[src/rtl/rgb_to_colour_decoder.sv]
// rgb_to_colour_decoder: 2-stage valid/ready classifier of 24-bit RGB pixels to 3-bit palette codes.
// Define INEXACT_CNT_EN to build the saturating inexact-pixel counter; otherwise inexact_cnt is 0.
module rgb_to_colour_decoder #(
    parameter logic [7:0]  THRESH = 8'h80,
    parameter int unsigned CNT_W  = 16
) (
    input  logic             clk,
    input  logic             rst,
    input  logic             enable,
    input  logic [23:0]      rgb,
    input  logic             rgb_valid,
    output logic             rgb_ready,
    output logic [2:0]       colour,
    output logic             exact,
    output logic             colour_valid,
    input  logic             colour_ready,
    output logic [CNT_W-1:0] inexact_cnt
);
    logic       s1_valid_q, s1_valid_d, s2_valid_q, s2_valid_d;
    logic [2:0] c1_q, c1_d, colour_q, colour_d;
    logic       e1_q, e1_d, exact_q, exact_d;
    logic       adv1, adv2, in_xfer, e_in;
    logic [2:0] c_in;

    function automatic logic ch_exact(input logic [7:0] c);
        return c == 8'h00 || c == 8'hFF;
    endfunction

    always_comb begin
        adv2       = !s2_valid_q || colour_ready;
        adv1       = !s1_valid_q || adv2;
        in_xfer    = rgb_valid && enable && adv1;
        c_in       = {rgb[23:16] >= THRESH, rgb[15:8] >= THRESH, rgb[7:0] >= THRESH};
        e_in       = ch_exact(rgb[23:16]) && ch_exact(rgb[15:8]) && ch_exact(rgb[7:0]);
        s1_valid_d = in_xfer ? 1'b1 : (adv1 ? 1'b0 : s1_valid_q);
        c1_d       = in_xfer ? c_in : c1_q;
        e1_d       = in_xfer ? e_in : e1_q;
        s2_valid_d = adv2 ? s1_valid_q : s2_valid_q;
        colour_d   = adv2 ? c1_q : colour_q;
        exact_d    = adv2 ? e1_q : exact_q;
    end

    always_ff @(posedge clk) begin
        if (rst) begin
            s1_valid_q <= 1'b0;
            s2_valid_q <= 1'b0;
            c1_q       <= 3'd0;
            e1_q       <= 1'b0;
            colour_q   <= 3'd0;
            exact_q    <= 1'b0;
        end else begin
            s1_valid_q <= s1_valid_d;
            s2_valid_q <= s2_valid_d;
            c1_q       <= c1_d;
            e1_q       <= e1_d;
            colour_q   <= colour_d;
            exact_q    <= exact_d;
        end
    end

    assign rgb_ready    = enable && adv1;
    assign colour       = colour_q;
    assign exact        = exact_q;
    assign colour_valid = s2_valid_q;

`ifdef INEXACT_CNT_EN
    logic [CNT_W-1:0] cnt_q, cnt_d;

    // Saturates at all-ones rather than wrapping.
    always_comb cnt_d = (in_xfer && !e_in && cnt_q != '1) ? cnt_q + CNT_W'(1) : cnt_q;

    always_ff @(posedge clk) begin
        if (rst) cnt_q <= '0;
        else     cnt_q <= cnt_d;
    end

    assign inexact_cnt = cnt_q;
`else
    assign inexact_cnt = '0;
`endif
endmodule

[config.mk]
export PLATFORM = sky130hd
export DESIGN_NAME = rgb_to_colour_decoder
export DESIGN_NICKNAME = d
export VERILOG_FILES = /design/src/rtl/rgb_to_colour_decoder.sv
export SDC_FILE = /design/constraint.sdc
export NUM_CORES = 1
export LEC_CHECK = 0
export ABC_AREA = 1
export CORE_MARGIN = 4
export CORE_UTILIZATION = 36
export CTS_CLUSTER_DIAMETER = 150
export DETAILED_ROUTE_END_ITERATION = 7
export GPL_TIMING_DRIVEN = 0
export PLACE_DENSITY = 0.85
export SKIP_LAST_GASP = 1
export SLEW_MARGIN = 25
export SYNTH_ARGS = -nofsm -noshare
export SYNTH_HDL_FRONTEND = slang
export SYNTH_SLANG_ARGS = --single-unit
export TNS_END_PERCENT = 20
[constraint.sdc]
create_clock -name clk -period 1.5 [get_ports clk]
set_input_delay 0.15 -clock clk [delete_from_list [all_inputs] [get_ports clk]]
set_output_delay 0.15 -clock clk [all_outputs]
set_load 0.01 [all_outputs]
* Word level (Yosys, flattened, before mapping)
Index checks and enable logic that the tools add are counted.
W data, S select, Z words.
** Word-level totals
- Bits in registers :: 10
- Input bits :: 29
- Output and inout bits :: 22
- Word-level logic and storage cells :: 30
** Operators by class
- Magnitude comparators :: 3
- Equal/unequal tests :: 3
- Multiplexer cells :: 2
- Reductions and logical operators :: 16
** Operator list (number)
- $eq A8 B8 Y1 const B :: 3
- $ge A8 B8 Y1 const B :: 3
- $logic_not A8 Y1 :: 3
- $logic_and A1 B1 Y1 :: 5
- $logic_or A1 B1 Y1 :: 5
- $logic_not A1 Y1 :: 2
- $mux W1 :: 2
- $reduce_bool A2 Y1 :: 1

* Longest topological paths before layout
Gate-level depths: netlist (run 1).
- Depth in word-level cells :: 5
- Mapped depth :: 9

* Least setup slack after synthesis (run 1)
OpenSTA, ideal clock, no wires.
- Kind :: flip-flop to flip-flop
- Start point :: reg s2_valid_q, in the netlist colour_valid
- End point :: reg e1_q
- Library setup time :: 0.128 ns
- Arrival time :: 0.960 ns
- Data required time :: 1.372 ns
- Slack :: 0.412 ns
- Stages on the path, launching flop included :: 10
- Path buffers :: 0
- Period minus slack after synthesis :: 1.088 ns
- Cells stage by stage :: dfxtp_1 > inv_1 > nor2_4 > nand2_4 > nand2_4 > inv_4 > nand2_2 > nor2_1 > nor2_1 > nor2_1
** On the way
- Longest elaborated chain between the ends :: 4
** Ends and longest elaborated chain
- start, declared :: line 19 : logic s1_valid_q, s1_valid_d, s2_valid_q, s2_valid_d;
- start signal, assigned :: line 53 : s2_valid_q <= s2_valid_d;
- $logic_not A1 Y1 :: line 30 : adv2 = !s2_valid_q || colour_ready;
- $logic_or A1 B1 Y1 :: line 30
- $logic_or A1 B1 Y1 :: line 31 : adv1 = !s1_valid_q || adv2;
- $logic_and A1 B1 Y1 :: line 32 : in_xfer = rgb_valid && enable && adv1;
- end signal, assigned :: line 48 : e1_q <= 1'b0;
- end signal, assigned :: line 55 : e1_q <= e1_d;
- end, declared :: line 21 : logic e1_q, e1_d, exact_q, exact_d;
Every way passes these cells.
A chain may end at the register's enable or synchronous reset.

* Worst setup path after layout (run 1)
- Start point :: reg s2_valid_q, in the netlist colour_valid
- End point :: out rgb_ready
** On the way
- Longest elaborated chain between the ends :: 4
** Ends and longest elaborated chain
- $logic_not A1 Y1 :: line 30
- $logic_or A1 B1 Y1 :: line 30
- $logic_or A1 B1 Y1 :: line 31
- $logic_and A1 B1 Y1 :: line 61 : assign rgb_ready = enable && adv1;
- end, declared :: line 12 : output logic rgb_ready,
Every way passes these cells.

==> run metrics, run 1 <==
status completed; clk_skew between 0.004 and 0.005 ns; total gr overflow 0; crit-path cells inv_1 -> nor2_4 -> nand2_4 -> nand2_1 -> inv_1 -> dlygate4sd2_1; Fmax achieved between 700 and 800 MHz; DIE WIDTH 51.6 um; initial core utilization about two fifths; crit share post-route roughly 91%; Worst path max stage delay about 0.33 ns; Final Power slightly above 0.7 mW; Crit Path Class register to output pin; Setup Viol. Count Final 0; Gate power share a little over a quarter; worst r2r src colour_valid; vias per cell 4.04; sequential area share after synthesis 29.3%; Clock Latency Late Sink about 0.26 ns; die area 2660 um^2; port bufs 33; CP delay by family, top buffers and inverters; Clock Path Buffers 2; vias ~760; Cell Rows 15; worst hold start rst; largest area contributor in the netlist dfxtp_1; number of remaining DRC errors 0; CP required around 1.4 ns; area grow syn2layout 67.4%; Final Net Count around 190; fillers between 150 and 200; Reg power frac between 30% and 40%; dpl cells approximately 180; Psw about 0.17 mW; Multi-input gate area about 400 um^2; Global Route Usage Sum a little under an eighth; commonest cells after routing, fill and taps aside 36 x nand2_1, 32 x clkdlybuf4s50_1, 24 x nor2_1, 17 x buf_4, 16 x conb_1; clock-pin slew on the worst setup and hold paths 0.06 ns; first-pass GRT wire length between 2000 and 2500 um; Ant. Diodes 0; Syn Area/Cell approximately 6.2 um^2; worst hold path class input pin to register; P_leak 0.521 nW; TritonCTS clock tree yes; CTS root buffer clkbuf_4; CP arrival approximately 1.2 ns; Synth Register Bits 10; Power Dens Cells 619 nW/um^2; Initial DRC Count 4; GP Congestion approximately 0.75; worst path bufs/invs 3; Reg area between 200 and 250 um^2; number of top-level pins 51; number of buffers created by CTS 3; clk sinks 10; crit-path most repeated cell inv_1; internal power 0.537 mW; switching power share of the total between 20% and 30%; WL final 1570 um; top cell type's share of synthesized area just under 30%; Max-cap violations 0; Worst setup startpoint colour_valid; vias in the first global route 646; CP Launch Type register; synthesized instance count 110; commonest non-fill, non-tap cell in the layout nand2_1; Yosys cell types 17; initial antenna violation count 0; largest net degree at the start of global routing 11; Antenna Nets Post-Route 0; Hold Fails Final Rpt 0; synth warn 0; share of cells above drive strength 1 17.2%; Avg WL per Cell 8.32 um; Netlist Area Pre-Place about 700 um^2; Pins Over Slew Limit 0; Max VDD drop roughly 0.28 mV; maximum fanout along the worst path 3; CORE AREA around 1800 um^2; Clk pwr share approximately 34%; Die Span Y just over 50 um; unrepaired setup endpoints after global routing no; Synth area leaders dfxtp_1 29%, nand2_1 20%, buf_4 18%; Post-Layout Cell Count 188; CP max stage cell dfxtp_1; final critical-path required period 1.36 ns; 1st-pass router iterations 2; CP endpoint kind output pin; htree depth 1; R2R setup slack 0.44 ns; Post-DP HPWL ~1400 um
-- kinds of logic after synthesis --
kind of cell / after synthesis / share of synthesized area (%)
simple gates: 65 / 39.7
compound gates: 11 / 8.42
flops: 10 / 29.3
buf+inv: 23 / 22.0
other cells: 1 / 0.549
-- worst paths after layout --
check / endpoint / depth (start not counted)
max: rgb_ready / 6
min reg2reg: colour[2] / 2
max reg2reg: e1_q / 9
min: colour_valid / 2
-- cell type report --
type | count | share of cell area, %
Sequential cell | 10 | 17.5
Inverter | 6 | 2.30
Timing Repair Buffer | 34 | 29.4
Multi-Input combinational cell | 92 | 34.0
Buffer | 17 | 10.8
Clock buffer | 4 | 3.17
Tap cell | 25 | 2.74
-- per-stage QoR --
stage / hold WS (ns) / cell area (um^2) / utilization (%) / TNS, ns / setup WS, ns
2_1_floorplan: 0.293 / 739 / - / 0 / 0.412
3_3_place_gp: 0.450 / 1100 / 62.4 / -0.0875 / -0.0875
3_5_place_dp: 0.465 / 1100 / 62.4 / -0.0888 / -0.0888
4_1_cts: 0.250 / 1140 / 64.8 / 0 / 0.122
5_1_grt: 0.297 / 1140 / 64.8 / 0 / 0.0721
6_report: 0.256 / 1140 / 64.8 / 0 / 0.141
-- flip-flops by register name (all words and copies together) (netlist names) --
| register | count |
|---|---|
| c1_q | 3 |
| colour | 3 |
| colour_valid | 1 |
| e1_q | 1 |
| exact | 1 |
| s1_valid_q | 1 |
-- power groups by stage --
stage | Sequential (mW) | Combinational, mW | Clock, mW
floorplan | 0.286 | 0.0915 | 0
detailed placement | 0.285 | 0.190 | 0
finish | 0.279 | 0.192 | 0.237
CTS | 0.279 | 0.191 | 0.243
global route | 0.279 | 0.211 | 0.253
global placement | 0.284 | 0.186 | 0
-- cell usage after synthesis --
cell       n
o21ai_0    2
nor2_2     1
inv_1      4
nand2_1   36
a211oi_1   1
nor2_1    24
dfxtp_1   10
conb_1     1
clkbuf_1   1
inv_4      1
nand2_4    2
nand2_2    1
nor2_4     1
o21ai_1    1
clkinv_2   1
buf_4     16
a21oi_1    7
-- worst register-to-register path: stages, from the launching register on --
cell and delay (ns):
dfxtp_1 0.33, inv_1 0.06, nor2_4 0.13, nand2_4 0.07, nand2_4 0.08, inv_4 0.05, nand2_2 0.06, nor2_1 0.04
nor2_1 0.07, nor2_1 0.04
-- repair_timing --
item                       4_1_cts  5_1_grt
gates resized for setup          1        0
hold buffers                     0        0
setup endpoints to repair        1        0
hold endpoints to repair         0        0
setup buffers                    1        0
-- per-layer routing --
metal	vias to the layer above	global-route usage, %	part of all wire [%]	wire (um)
li1	413	-	-	-
met1	314	10.6	35	553
met2	28	23.5	54	852
met3	4	2.29	7.5	118
met4	0	7.86	2.6	40
met5	-	0	0	0
No activity file was read; power rests on OpenSTA's default activity.
==> run 2: changes to the inputs <==
--- a/config.mk
+++ b/config.mk
@@ -6,12 +6,12 @@
 export NUM_CORES = 1
 export LEC_CHECK = 0
 export ABC_AREA = 1
-export CORE_MARGIN = 4
+export CORE_MARGIN = 1
 export CORE_UTILIZATION = 36
 export CTS_CLUSTER_DIAMETER = 150
 export DETAILED_ROUTE_END_ITERATION = 7
 export GPL_TIMING_DRIVEN = 0
-export PLACE_DENSITY = 0.85
+export PLACE_DENSITY = 0.82
 export SKIP_LAST_GASP = 1
 export SLEW_MARGIN = 25
 export SYNTH_ARGS = -nofsm -noshare
==> constraint.sdc (replaced) <==
create_clock -name clk -period 1.7 [get_ports clk]
set_input_delay 0.17 -clock clk [delete_from_list [all_inputs] [get_ports clk]]
set_output_delay 0.17 -clock clk [all_outputs]
set_load 0.01 [all_outputs]
==> run metrics, run 2 (synthesis gave the netlist of run 1 again) <==
Die Span Y 45.6 um; status completed; number of buffers created by CTS 3; setup ws final about 0.38 ns; number of top-level pins 51; Clock Latency Late Sink between 0.2 and 0.3 ns; port bufs 33; Final Net Count between 150 and 200; CP arrival about 1.2 ns; Max VDD drop ~0.23 mV; Worst Hold End e1_q; GP Congestion ~0.70; Multi-input gate area between 300 and 400 um^2; total gr overflow 0; crit share post-route just under 80%; Ant. Diodes 0; RR Endpoint e1_q; Reg power frac between 30 and 40%; die area 2080 um^2; unrepaired setup endpoints after global routing no; dpl cells around 180; maximum fanout along the worst path 4; Fin Setup TNS 0 ns; first-pass GRT wire length around 2300 um; internal power about 0.47 mW; Pins Over Slew Limit 0; Worst Reg2Reg Path Length in Cells 9; Post-Layout Cell Count 188; R2R setup slack roughly 0.6 ns; share of cells above drive strength 1 around 17%; Global Route Usage Sum 15.7%; CORE AREA 1750 um^2; design area 1150 um^2; Gate power share about 27%; worst r2r src colour_valid; vias in the first global route around 660; CP delay by family, top flip-flops; Hold Fails Final Rpt 0; Hold Buf Count CTS 0; Crit Path Class register to output pin; number of remaining DRC errors 0; Avg WL per Cell between 7 and 8 um; initial antenna violation count 0; hold path depth 2; worst hold start rst; commonest cells after routing, fill and taps aside 36 x nand2_1, 32 x clkdlybuf4s50_1, 24 x nor2_1, 17 x buf_4, 16 x conb_1; CTS root buffer clkbuf_4; initial core utilization between 30% and 40%; crit-path most repeated cell inv_1; CP endpoint kind output pin; DIE WIDTH 45.6 um; final critical-path required period between 1 and 1.5 ns; Initial DRC Count 13; Final Power roughly 0.63 mW; Fmax achieved 759 MHz; WL final roughly 1400 um; commonest non-fill, non-tap cell in the layout nand2_1; Power Dens Cells approximately 550 nW/um^2; worst path bufs/invs 3; vias about 750; P_leak 0.528 nW; Antenna Nets Post-Route 0; CP max stage cell dfxtp_1; worst hold path class input pin to register; fillers around 170; clk sinks 10; 1st-pass router iterations 4; crit-path cells inv_1 -> nor2_4 -> nand2_4 -> nand2_1 -> inv_1 -> dlymetal6s2s_1; clk_skew around 0.0042 ns; Place WS around 0.078 ns; Post-DP HPWL roughly 1200 um; Worst path max stage delay 0.33 ns; Hold Slack between 0.2 and 0.3 ns; Cell Rows 15; Post-DP Area about 1100 um^2; clock-pin slew on the worst setup and hold paths roughly 0.070 ns; htree depth 1; Clock Path Buffers 2; Clk pwr share between 30% and 40%; CP Launch Type register; fin util 65.7%; switching power share of the total about a quarter; area grow syn2layout 67.9%; Psw 0.154 mW; TritonCTS clock tree yes; Reg area between 200 and 250 um^2; vias per cell 3.96; Setup Viol. Count Final 0; largest net degree at the start of global routing 11; CP required 1.53 ns; Max-cap violations 0
## run 2: power by group through the flow
stage	logic (mW)	registers, mW	clock network, mW
finish	0.169	0.246	0.213
global route	0.187	0.246	0.232
CTS	0.168	0.246	0.215
detailed placement	0.168	0.251	0
global placement	0.164	0.251	0
floorplan	0.0808	0.252	0
## run 2: worst max-delay path by stage
stage,startpoint,endpoint,slack (ns),cells past startpoint
after global placement,colour_ready,rgb_ready,0.08,6
after CTS,colour_valid,rgb_ready,0.06,6
after detailed placement,colour_ready,rgb_ready,0.08,6
final,colour_valid,rgb_ready,0.38,6
after floorplan,colour_valid,e1_q,0.61,9
after global routing,colour_valid,rgb_ready,0.29,6
## run 2: layout make-up
class	instances	area share, %
clock buffers	4	3.16
well taps	25	2.73
repair buffers	34	29.7
flip-flops and latches	10	17.4
inverters	6	2.29
plain buffers	17	10.8
multi-input cells	92	33.9
## run 2: metal layers
metal  vias up  GRT usage [%]  share of wire (%)
li1        411              -                  -
met5         -              0                  0
met3         4           3.57                7.1
met2        26           27.4                 54
met4         0           12.7                1.9
met1       304           15.6                 37
## run 2: timing repair
action / CTS / global route
setup buffers: 0 / 1
setup endpoints to repair: 0 / 1
resized for setup: 0 / 1
endpoints found under the hold margin: 0 / 0
==> run 3: changes to the inputs <==
--- a/config.mk
+++ b/config.mk
@@ -7,11 +7,11 @@
 export LEC_CHECK = 0
 export ABC_AREA = 1
 export CORE_MARGIN = 1
-export CORE_UTILIZATION = 36
+export CORE_UTILIZATION = 30
 export CTS_CLUSTER_DIAMETER = 150
 export DETAILED_ROUTE_END_ITERATION = 7
 export GPL_TIMING_DRIVEN = 0
-export PLACE_DENSITY = 0.82
+export PLACE_DENSITY = 0.72
 export SKIP_LAST_GASP = 1
 export SLEW_MARGIN = 25
 export SYNTH_ARGS = -nofsm -noshare
==> constraint.sdc (replaced) <==
create_clock -name clk -period 1.1 [get_ports clk]
set_input_delay 0.11 -clock clk [delete_from_list [all_inputs] [get_ports clk]]
set_output_delay 0.11 -clock clk [all_outputs]
set_load 0.01 [all_outputs]
==> run metrics, run 3 (synthesis gave the netlist of run 1 again) <==
Clock Path Buffers 2; Hold Buf Count CTS 0; worst r2r src colour_valid; design area approximately 1100 um^2; Max VDD drop 0.388 mV; Worst Reg2Reg Path Length in Cells 9; status complete, but fails checks; Clock Latency Late Sink about 0.26 ns; clk_skew around 0.0035 ns; Hold Fails Final Rpt 0; WL final approximately 1300 um; fin util 55.4%; Setup Viol. Count Final 4; Antenna Nets Post-Route 0; total gr overflow 0; die area roughly 2500 um^2; Initial DRC Count 7; Post-Layout Cell Count 189; worst hold path class input pin to register; Fmax achieved roughly 820 MHz; Ant. Diodes 0; dpl cells around 190; TritonCTS clock tree yes; area grow syn2layout 65.6%; vias per cell just under 4; 1st-pass router iterations 4; DIE WIDTH roughly 50 um; worst path bufs/invs 1; unrepaired setup endpoints after global routing yes; Power Dens Cells roughly 770 nW/um^2; worst hold start rst; RR Endpoint e1_q; Worst Hold End colour_valid; hold path depth 2; P_leak between 0.5 and 0.6 nW; setup ws final -0.118 ns; Global Route Usage Sum between 10% and 20%; CP max stage cell clkdlybuf4s50_1; R2R setup slack 0.07 ns; number of remaining DRC errors 0; Worst path max stage delay between 0.5 and 0.6 ns; port bufs 33; Crit Path Class register to output pin; Cell Rows 16; commonest non-fill, non-tap cell in the layout nand2_1; CP endpoint kind output pin; htree depth 1; largest net degree at the start of global routing 11; initial core utilization 33.5%; initial antenna violation count 0; first-pass GRT wire length 2300 um; Pins Over Slew Limit 0; number of buffers created by CTS 3; vias in the first global route just over 600; CP required 0.99 ns; CORE AREA 2040 um^2; clock-pin slew on the worst setup and hold paths 0.06 ns; GP Congestion 0.680; Final Net Count 193; share of cells above drive strength 1 between 10% and 20%; crit share post-route 111%; number of top-level pins approximately 50; Post-DP HPWL 1200 um; CP delay by family, top buffers and inverters; failing checks setup timing; CP Launch Type register; clk sinks 10; Max-cap violations 0; CTS root buffer clkbuf_4; Die Span Y a little under 50 um; CP arrival 1.11 ns; commonest cells after routing, fill and taps aside 36 x nand2_1, 30 x clkdlybuf4s50_1, 24 x nor2_1, 17 x buf_4, 16 x conb_1; final critical-path required period ~1.2 ns; maximum fanout along the worst path 2; crit-path cells clkdlybuf4s50_1; Avg WL per Cell between 6 and 7 um; vias between 700 and 800; Hold Slack around 0.22 ns; Post-DP Area 1100 um^2
## run 3: cell types whose count changed in the layout (fill, tap and decap cells not counted), sizes merged
cell           previous run  this run
dlygate4sd2               0         1
buf                      17        18
clkbuf                    5         4
clkdlybuf4s50            32        30
## run 3: repair_timing
action / 4_1_cts / 5_1_grt
setup buffers: 1 / 0
gates resized for setup: 6 / 1
endpoints found under the hold margin: 0 / 0
pin swaps: 1 / 0
endpoints found under the setup margin: 7 / 7
## run 3: how the worst max path moves through the flow
| stage | from | to | slack, ns | depth (start not counted) |
|---|---|---|---|---|
| after floorplan | colour_valid | e1_q | 0.01 | 9 |
| after global placement | colour_ready | rgb_ready | -0.41 | 6 |
| after detailed placement | colour_ready | rgb_ready | -0.42 | 6 |
| after CTS | colour[0] | colour[0] | -0.13 | 1 |
| after global routing | colour[1] | colour[1] | -0.17 | 1 |
| final | colour[1] | colour[1] | -0.12 | 1 |
## run 3: report_power, final
| group | switching (mW) | internal, mW | total, mW | leakage (nW) |
|---|---|---|---|---|
| clock | 0.108 | 0.125 | 0.233 | 0.0138 |
| combinational | 0.100 | 0.156 | 0.256 | 0.439 |
| sequential | 0.00608 | 0.374 | 0.380 | 0.0818 |
| total | 0.214 | 0.655 | 0.869 | 0.535 |
## run 3: through the flow
step | TNS [ns] | setup WS (ns) | power (mW)
detailed placement | -1.26 | -0.416 | 0.646
global placement | -1.12 | -0.406 | 0.642
CTS | -0.561 | -0.133 | 0.875
finish | -0.390 | -0.118 | 0.869
global route | -0.767 | -0.168 | 0.928
floorplan | 0 | 0.0121 | 0.515
## run 3: final cells by class
cell class                      count  area, um^2
Sequential cell                    10         201
Inverter                            6        26.3
Clock buffer                        3        22.5
Fill cell                         220         911
Multi-Input combinational cell     92         389
Buffer                             17         124
Tap cell                           27        33.8
Timing Repair Buffer               34         334
## run 3: routing by layer
layer | routed length [um] | track usage [%] | up-vias
met1 | 480 | 11.6 | 286
li1 | - | - | 410
met2 | 687 | 23.2 | 30
met3 | 111 | 3.70 | 4
met4 | 29 | 7.14 | 0
met5 | 0 | 0 | -
